==> src/rtl/cipher_sched.sv <==
// rtl/cipher_sched.sv - two-requester round-robin scheduler for a shared cipher core
// Optional WAIT watchdog enabled by defining CIPHER_SCHED_TIMEOUT_EN.
module cipher_sched #(
  parameter int N       = 8,
  parameter int TIMEOUT = 16
) (
  input  logic         clock,
  input  logic         rst,
  input  logic         req0,
  input  logic         req1,
  input  logic [N-1:0] din0,
  input  logic [N-1:0] din1,
  input  logic [4:0]   shift0,
  input  logic [4:0]   shift1,
  input  logic [1:0]   dir0,
  input  logic [1:0]   dir1,
  output logic         ack0,
  output logic         ack1,
  output logic         core_en,
  output logic [N-1:0] core_din,
  output logic [4:0]   core_shift,
  output logic [1:0]   core_dir,
  input  logic         core_v,
  input  logic [N-1:0] core_dout,
  output logic         rsp_v,
  output logic         rsp_id,
  output logic [N-1:0] rsp_data,
  output logic         rsp_err,
  output logic         busy
);

  typedef enum logic [1:0] {IDLE, ISSUE, WAIT, RESP} state_t;

  state_t       state;
  logic         last_gnt;
  logic         owner;
  logic         any_req;
  logic         gnt_id;
  logic         grant;
  logic [N-1:0] sel_din;
  logic [4:0]   sel_shift;
  logic [1:0]   sel_dir;

`ifdef CIPHER_SCHED_TIMEOUT_EN
  localparam int CW = $clog2(TIMEOUT + 1);
  logic [CW-1:0] wait_cnt;
`endif

  function automatic logic [4:0] norm_shift(input logic [4:0] s);
    return (s >= 5'd26) ? s - 5'd26 : s;
  endfunction

  // last_gnt resets to 1 so a simultaneous first request goes to req0
  always_comb begin
    any_req   = req0 | req1;
    gnt_id    = (req0 & req1) ? ~last_gnt : req1;
    grant     = rst & (state == IDLE) & any_req;
    ack0      = grant & ~gnt_id;
    ack1      = grant & gnt_id;
    sel_din   = gnt_id ? din1 : din0;
    sel_shift = norm_shift(gnt_id ? shift1 : shift0);
    sel_dir   = gnt_id ? dir1 : dir0;
    busy      = (state != IDLE);
  end

  always_ff @(posedge clock or negedge rst) begin
    if (!rst) begin
      state      <= IDLE;
      last_gnt   <= 1'b1;
      owner      <= 1'b0;
      core_en    <= 1'b0;
      core_din   <= '0;
      core_shift <= '0;
      core_dir   <= '0;
      rsp_v      <= 1'b0;
      rsp_id     <= 1'b0;
      rsp_data   <= '0;
      rsp_err    <= 1'b0;
`ifdef CIPHER_SCHED_TIMEOUT_EN
      wait_cnt   <= '0;
`endif
    end else begin
      case (state)
        IDLE: begin
          rsp_v <= 1'b0;
          if (grant) begin
            last_gnt   <= gnt_id;
            owner      <= gnt_id;
            core_din   <= sel_din;
            core_shift <= sel_shift;
            core_dir   <= sel_dir;
            if (sel_dir == 2'b11) begin
              state    <= RESP;
              rsp_v    <= 1'b1;
              rsp_id   <= gnt_id;
              rsp_data <= '0;
              rsp_err  <= 1'b1;
            end else begin
              state   <= ISSUE;
              core_en <= 1'b1;
            end
          end
        end
        ISSUE: begin
          core_en <= 1'b0;
          state   <= WAIT;
        end
        WAIT: begin
          if (core_v) begin
            state    <= RESP;
            rsp_v    <= 1'b1;
            rsp_id   <= owner;
            rsp_data <= core_dout;
            rsp_err  <= 1'b0;
`ifdef CIPHER_SCHED_TIMEOUT_EN
            wait_cnt <= '0;
          end else if (wait_cnt == CW'(TIMEOUT - 1)) begin
            state    <= RESP;
            rsp_v    <= 1'b1;
            rsp_id   <= owner;
            rsp_data <= '0;
            rsp_err  <= 1'b1;
            wait_cnt <= '0;
          end else begin
            wait_cnt <= wait_cnt + 1'b1;
`endif
          end
        end
        RESP: begin
          rsp_v <= 1'b0;
          state <= IDLE;
        end
        default: state <= IDLE;
      endcase
    end
  end

endmodule

==> config.mk <==
export PLATFORM = sky130hd
export DESIGN_NAME = cipher_sched
export DESIGN_NICKNAME = d
export VERILOG_FILES = /design/src/rtl/cipher_sched.sv
export SDC_FILE = /design/constraint.sdc
export NUM_CORES = 1
export LEC_CHECK = 0
export ABC_AREA = 0
export CORE_MARGIN = 5
export CORE_UTILIZATION = 38
export DETAILED_ROUTE_END_ITERATION = 10
export GPL_TIMING_DRIVEN = 0
export PLACE_DENSITY = 0.86
export SLEW_MARGIN = 20
export SYNTH_ARGS = -nofsm -noshare
export SYNTH_HDL_FRONTEND = slang
export SYNTH_SLANG_ARGS = --single-unit
==> constraint.sdc <==
create_clock -name clock -period 1.8 [get_ports clock]
set_clock_uncertainty 0.15 [all_clocks]
set_input_delay 0.36 -clock clock [delete_from_list [all_inputs] [get_ports clock]]
set_output_delay 0.36 -clock clock [all_outputs]
set_load 0.05 [all_outputs]
## Yosys cells after proc, flatten, opt, wreduce, memory -nomap -nowiden

Index checks and enable logic that the tools add are counted.

| storage, ports and cells | value |
|---|---|
| bits in registers | 31 |
| input port bits | 43 |
| output and inout bits | 30 |
| logic and storage cells | 67 |

| cells by class | value |
|---|---|
| add/subtract/negate cells | 1 |
| order comparisons | 1 |
| equality and inequality tests | 8 |
| muxes and demuxes | 28 |
| bitwise operators | 8 |
| reductions and logical operators | 10 |

Operator list:

| kind | number |
|---|---|
| $mux W8 | 4 |
| $pmux W8 S2 | 1 |
| $mux W1 | 12 |
| $mux W5 | 2 |
| $mux W2 | 4 |
| $pmux W2 S4 | 1 |
| $eq A2 B2 Y1 const B | 3 |
| $ne A2 B2 Y1 const B | 3 |
| $pmux W1 S2 | 3 |
| $reduce_and A2 Y1 | 3 |
| $reduce_bool A2 Y1 | 3 |
| $and A1 B1 Y1 | 5 |
| $ge A5 B5 Y1 const B | 1 |
| $sub A5 B5 Y5 const B | 1 |
| $reduce_and A4 Y1 | 1 |
| $pmux W1 S3 | 1 |
| $reduce_and A3 Y1 | 1 |
| $reduce_bool A3 Y1 | 1 |
| $eq A2 B1 Y1 const B | 1 |
| $logic_not A2 Y1 | 1 |
| $ne A2 B1 Y1 const B | 1 |
| $not A1 Y1 | 2 |
| $or A1 B1 Y1 | 1 |

## Depth between registers and ports, before layout

| depth | value |
|---|---|
| depth in word-level cells | 7 |
| mapped depth | 7 |
| mapped depth without buffers | 6 |

## Worst setup path after synthesis

Ideal clock, no wire load.

| timing path | value |
|---|---|
| path kind | reg2out |
| start point | reg state[1] |
| end point | out ack1 |
| data arrival time | 1.895 ns |
| data required time | 1.290 ns |
| path slack | -0.605 ns |
| cell stages (with the launch flop) | 8 |
| buffers on the path | 1 |
| path through | dfrtp_1 > inv_1 > ha_1 > clkbuf_1 > inv_1 > nor2_1 > nand2_1 > inv_1 |

| on the way | value |
|---|---|
| cells in the longest elaborated chain, start to end | 4 |

RTL lines:

| what | RTL line | source |
|---|---|---|
| start: declaration | 34 | `state_t state;` |
| start signal: assignment | 68 | `state <= IDLE;` |
| start signal: assignment | 93 | `state <= RESP;` |
| start signal: assignment | 99 | `state <= ISSUE;` |
| $logic_not A2 Y1 | 57 | `grant = rst & (state == IDLE) & any_req;` |
| $and A1 B1 Y1 (2 in series) | 57 |  |
| $and A1 B1 Y1 | 59 | `ack1 = grant & gnt_id;` |
| end: declaration | 18 | `output logic ack1,` |

No other way between the ends.

## Worst setup path in the final report

| timing path | value |
|---|---|
| start point | reg last_gnt |
| end point | out ack1 |

| on the way | value |
|---|---|
| cells in the longest elaborated chain, start to end | 3 |

RTL lines:

| what | RTL line | source |
|---|---|---|
| start: declaration | 35 | `logic last_gnt;` |
| start signal: assignment | 87 | `last_gnt <= gnt_id;` |
| $not A1 Y1 | 56 | `gnt_id = (req0 & req1) ? ~last_gnt : req1;` |
| $mux W1 | 56 |  |
| $and A1 B1 Y1 | 59 |  |

No other way between the ends.

==> summary.md <==
| Metric | Value |
|---|---|
| Vias in the first global route | 1,728 |
| Routed len/inst | 15.5 um |
| CP max FO | 10 |
| Final net count | 327 |
| Largest net degree at the start of global routing | 31 |
| Pwr Density | 1800 nW/um2 |
| Setup TNS | -1.66 ns |
| Dpl ws | -1.36 ns |
| Syn Area/Cell | 9.41 um2 |
| Final setup fails | 13 |
| Clock sink total | 31 |
| Hold Fails Final Rpt | 0 |
| Delay of the slowest critical-path stage | between 0.5 and 0.6 ns |
| First-pass GRT wire length | 8230 um |
| Critical path type | reg -> out |
| Leading cell type in the layout, fill and taps excluded | clkdlybuf4s50_1 |
| Die area | 5860 um2 |
| Post-Synthesis Cells | 179 |
| Proportion of layout cells with a drive suffix above 1 | 0.207 |
| VDD IR max | 0.715 mV |
| Die height | 76.6 um |
| Fmax | about 500 MHz |
| Rows | 24 |
| DR pass1 iterations | 6 |
| CTS Root Cell | clkbuf_8 |
| H-tree levels | 2 |
| CTS Buf Count | 5 |
| Met3 wire length | 424 um |
| Via count | ~1,700 |
| Distinct cells, synth | 37 |
| Final GP Congestion | 0.829 |
| Detailed Route Iter0 Violations | 71 |
| LEAKAGE | 1.39 nW |
| CP bufs+invs | 4 |
| Seq cells post-synth | 31 |
| Final design utilization | 0.657 |
| Post-Syn Area | 1680 um2 |
| Final min period | 2.01 ns |
| Met2 WL post-DR | 2520 um |
| Placed insts | 303 |
| CTS tree | yes |
| Layout area overhead | 68.6% |
| Drt drc | 0 |
| Setup WS post-layout | -0.211 ns |
| CP cell instances | a21boi_4 > buf_6 > buf_8 > nand2_4 > clkinvlp_4 > buf_8 |
| Critical Path Start Type | register |
| Worst Tran Pin Value | 0.514 ns |
| Top cell family by delay on the critical path | flip-flops |
| Top Metal Used | met4 |
| HP Class | in -> reg |
| Most frequent cells in the layout | clkdlybuf4s50_1, dfrtp_1, dlygate4sd2_1 |
| Slew margin rel. | 0.658 |
| Unrepaired setup endpoints after global routing | yes |
| Crit end category | primary output |
| Fin crit share | 1.12 |
| Core area | about 4300 um2 |
| Syn Nets | 227 |
| Register area share after synthesis | 0.461 |
| Vias per Instance | 5.26 |
| Die W | about 77 um |
| Overall Global Routing Usage | 0.172 |
| Final HPWL DP | approximately 3600 um |
| CP max stage cell | dfstp_2 |
| Diode count | 0 |
| Yosys warns | 0 |
| Fin cells | 332 |
| Required time worst endpoint | 1.29 ns |
| Worst-skew pair later-pin latency | between 0.2 and 0.3 ns |
| CP Data Arrival Time | 1.50 ns |
| DRT Wirelength | 5150 um |
| Outcome | finished, violations left |
| Failing checks | negative setup slack |
| Total congestion overflow | 0 |
| Most used cell, CP | buf_8 |
| Final ANT Viol Nets | 0 |
| Reg clk slew, reported paths | 0.06 ns |
| IO buf count | 72 |
| I/O pin total | 73 |
| Starting Density | 0.389 |
| Post-Route M1 WL | roughly 2100 um |
| Initial antenna violation count | 0 |
| Clk buf depth | 2 |
| Fin. max-slew vios | 0 |
| Max Cap Viol | 0 |
==> cell families after synthesis <==
family	share of synthesized area
flip-flops	0.461
buffers and inverters	0.0409
multiplexers	0.0743
adder cells (fa/ha/maj)	0.0371
AND/OR/NAND/NOR	0.152
AO/OA/AOI/OAI	0.234
==> where the power goes <==
part           switching, mW  internal, mW
combinational           2.02          1.17
sequential             0.186          1.03
clock                  0.257         0.447
total                   2.46          2.65
==> area by class of cell <==
| type | count | area [um2] |
|---|---|---|
| repair buffers | 94 | 883 |
| fillers | 320 | 1490 |
| inverters | 6 | 30.0 |
| flip-flops and latches | 31 | 777 |
| clock inverters | 2 | 35.0 |
| clock buffers | 6 | 82.6 |
| well taps | 52 | 65.1 |
| plain buffers | 8 | 65.1 |
| multi-input cells | 133 | 901 |
==> synthesized netlist by cell type <==
cell,number,area share
dfrtp_1,30,0.45
nand2_1,29,0.065
o21ai_0,21,0.062
nor2_1,13,0.029
mux2i_1,11,0.065
and3_1,9,0.033
a21oi_1,8,0.024
a221o_1,6,0.036
clkbuf_1,6,0.013
inv_1,6,0.013
ha_1,5,0.037
o211ai_1,4,0.018
a211oi_1,3,0.013
a21o_1,3,0.013
a31oi_1,2,0.0074
a32o_1,2,0.012
a211o_1,1,0.0052
a21boi_1,1,0.0045
a21oi_2,1,0.0052
a22oi_1,1,0.0045
a31o_2,1,0.0052
a32oi_1,1,0.0052
and4b_1,1,0.0059
buf_2,1,0.0030
buf_4,1,0.0045
buf_6,1,0.0067
dfstp_2,1,0.016
mux2_4,1,0.0089
nand3_1,1,0.0030
nand4b_1,1,0.0052
nor2b_1,1,0.0037
nor3_1,1,0.0030
o21a_1,1,0.0045
o21ai_1,1,0.0030
o22a_1,1,0.0052
o311a_1,1,0.0059
or4_1,1,0.0045
==> metrics by stage <==
stage | power, mW | hold WS, ns | cell area [um2]
global route | 5.40 | 0.308 | 2840
floorplan | 3.26 | -0.0856 | 1730
detailed placement | 4.23 | 0.294 | 2510
finish | 5.11 | 0.305 | 2840
CTS | 4.97 | 0.331 | 2770
global placement | 4.16 | 0.311 | 2520
==> path summary, 6_finish.rpt <==
path                       slack, ns           to  cells past startpoint   startpoint
setup reg to reg               -0.14  rsp_data[2]                      6     state[0]
hold reg to reg                 0.32  core_din[7]                      2  core_din[7]
setup / recovery               -0.21         ack1                      6     last_gnt
min in group asynchronous       0.60     last_gnt                      2          rst
hold / removal                  0.31  core_dir[1]                      3      dir0[1]
max in group asynchronous       0.71  core_din[1]                      3          rst
==> registers in the layout, summed over array words and instances (netlist names) <==
register    cells
core_din        8
core_dir        2
core_en         1
core_shift      5
last_gnt        1
owner           1
rsp_data        8
rsp_err         1
rsp_id          1
rsp_v           1
state           2
==> layer usage <==
metal  up-vias  track usage
met4         0       0.0542
met2        61        0.282
li1        852            -
met1       825        0.210
met5         -            0
met3         9       0.0591
==> worst min-delay path, delay by kind of cell <==
kind | cells | cell delay, ns
muxes | 1 | 0.09
buffers and inverters | 1 | 0.12
AOI/OAI and AO/OA | 1 | 0.13
==> what timing repair did <==
item	4_1_cts	5_1_grt
setup endpoints to repair	61	32
hold endpoints to repair	30	0
pin swaps	5	5
hold buffers	2	0
gates resized for setup	62	16
buffers inserted	15	5
Power figures use the tool's default switching activity.
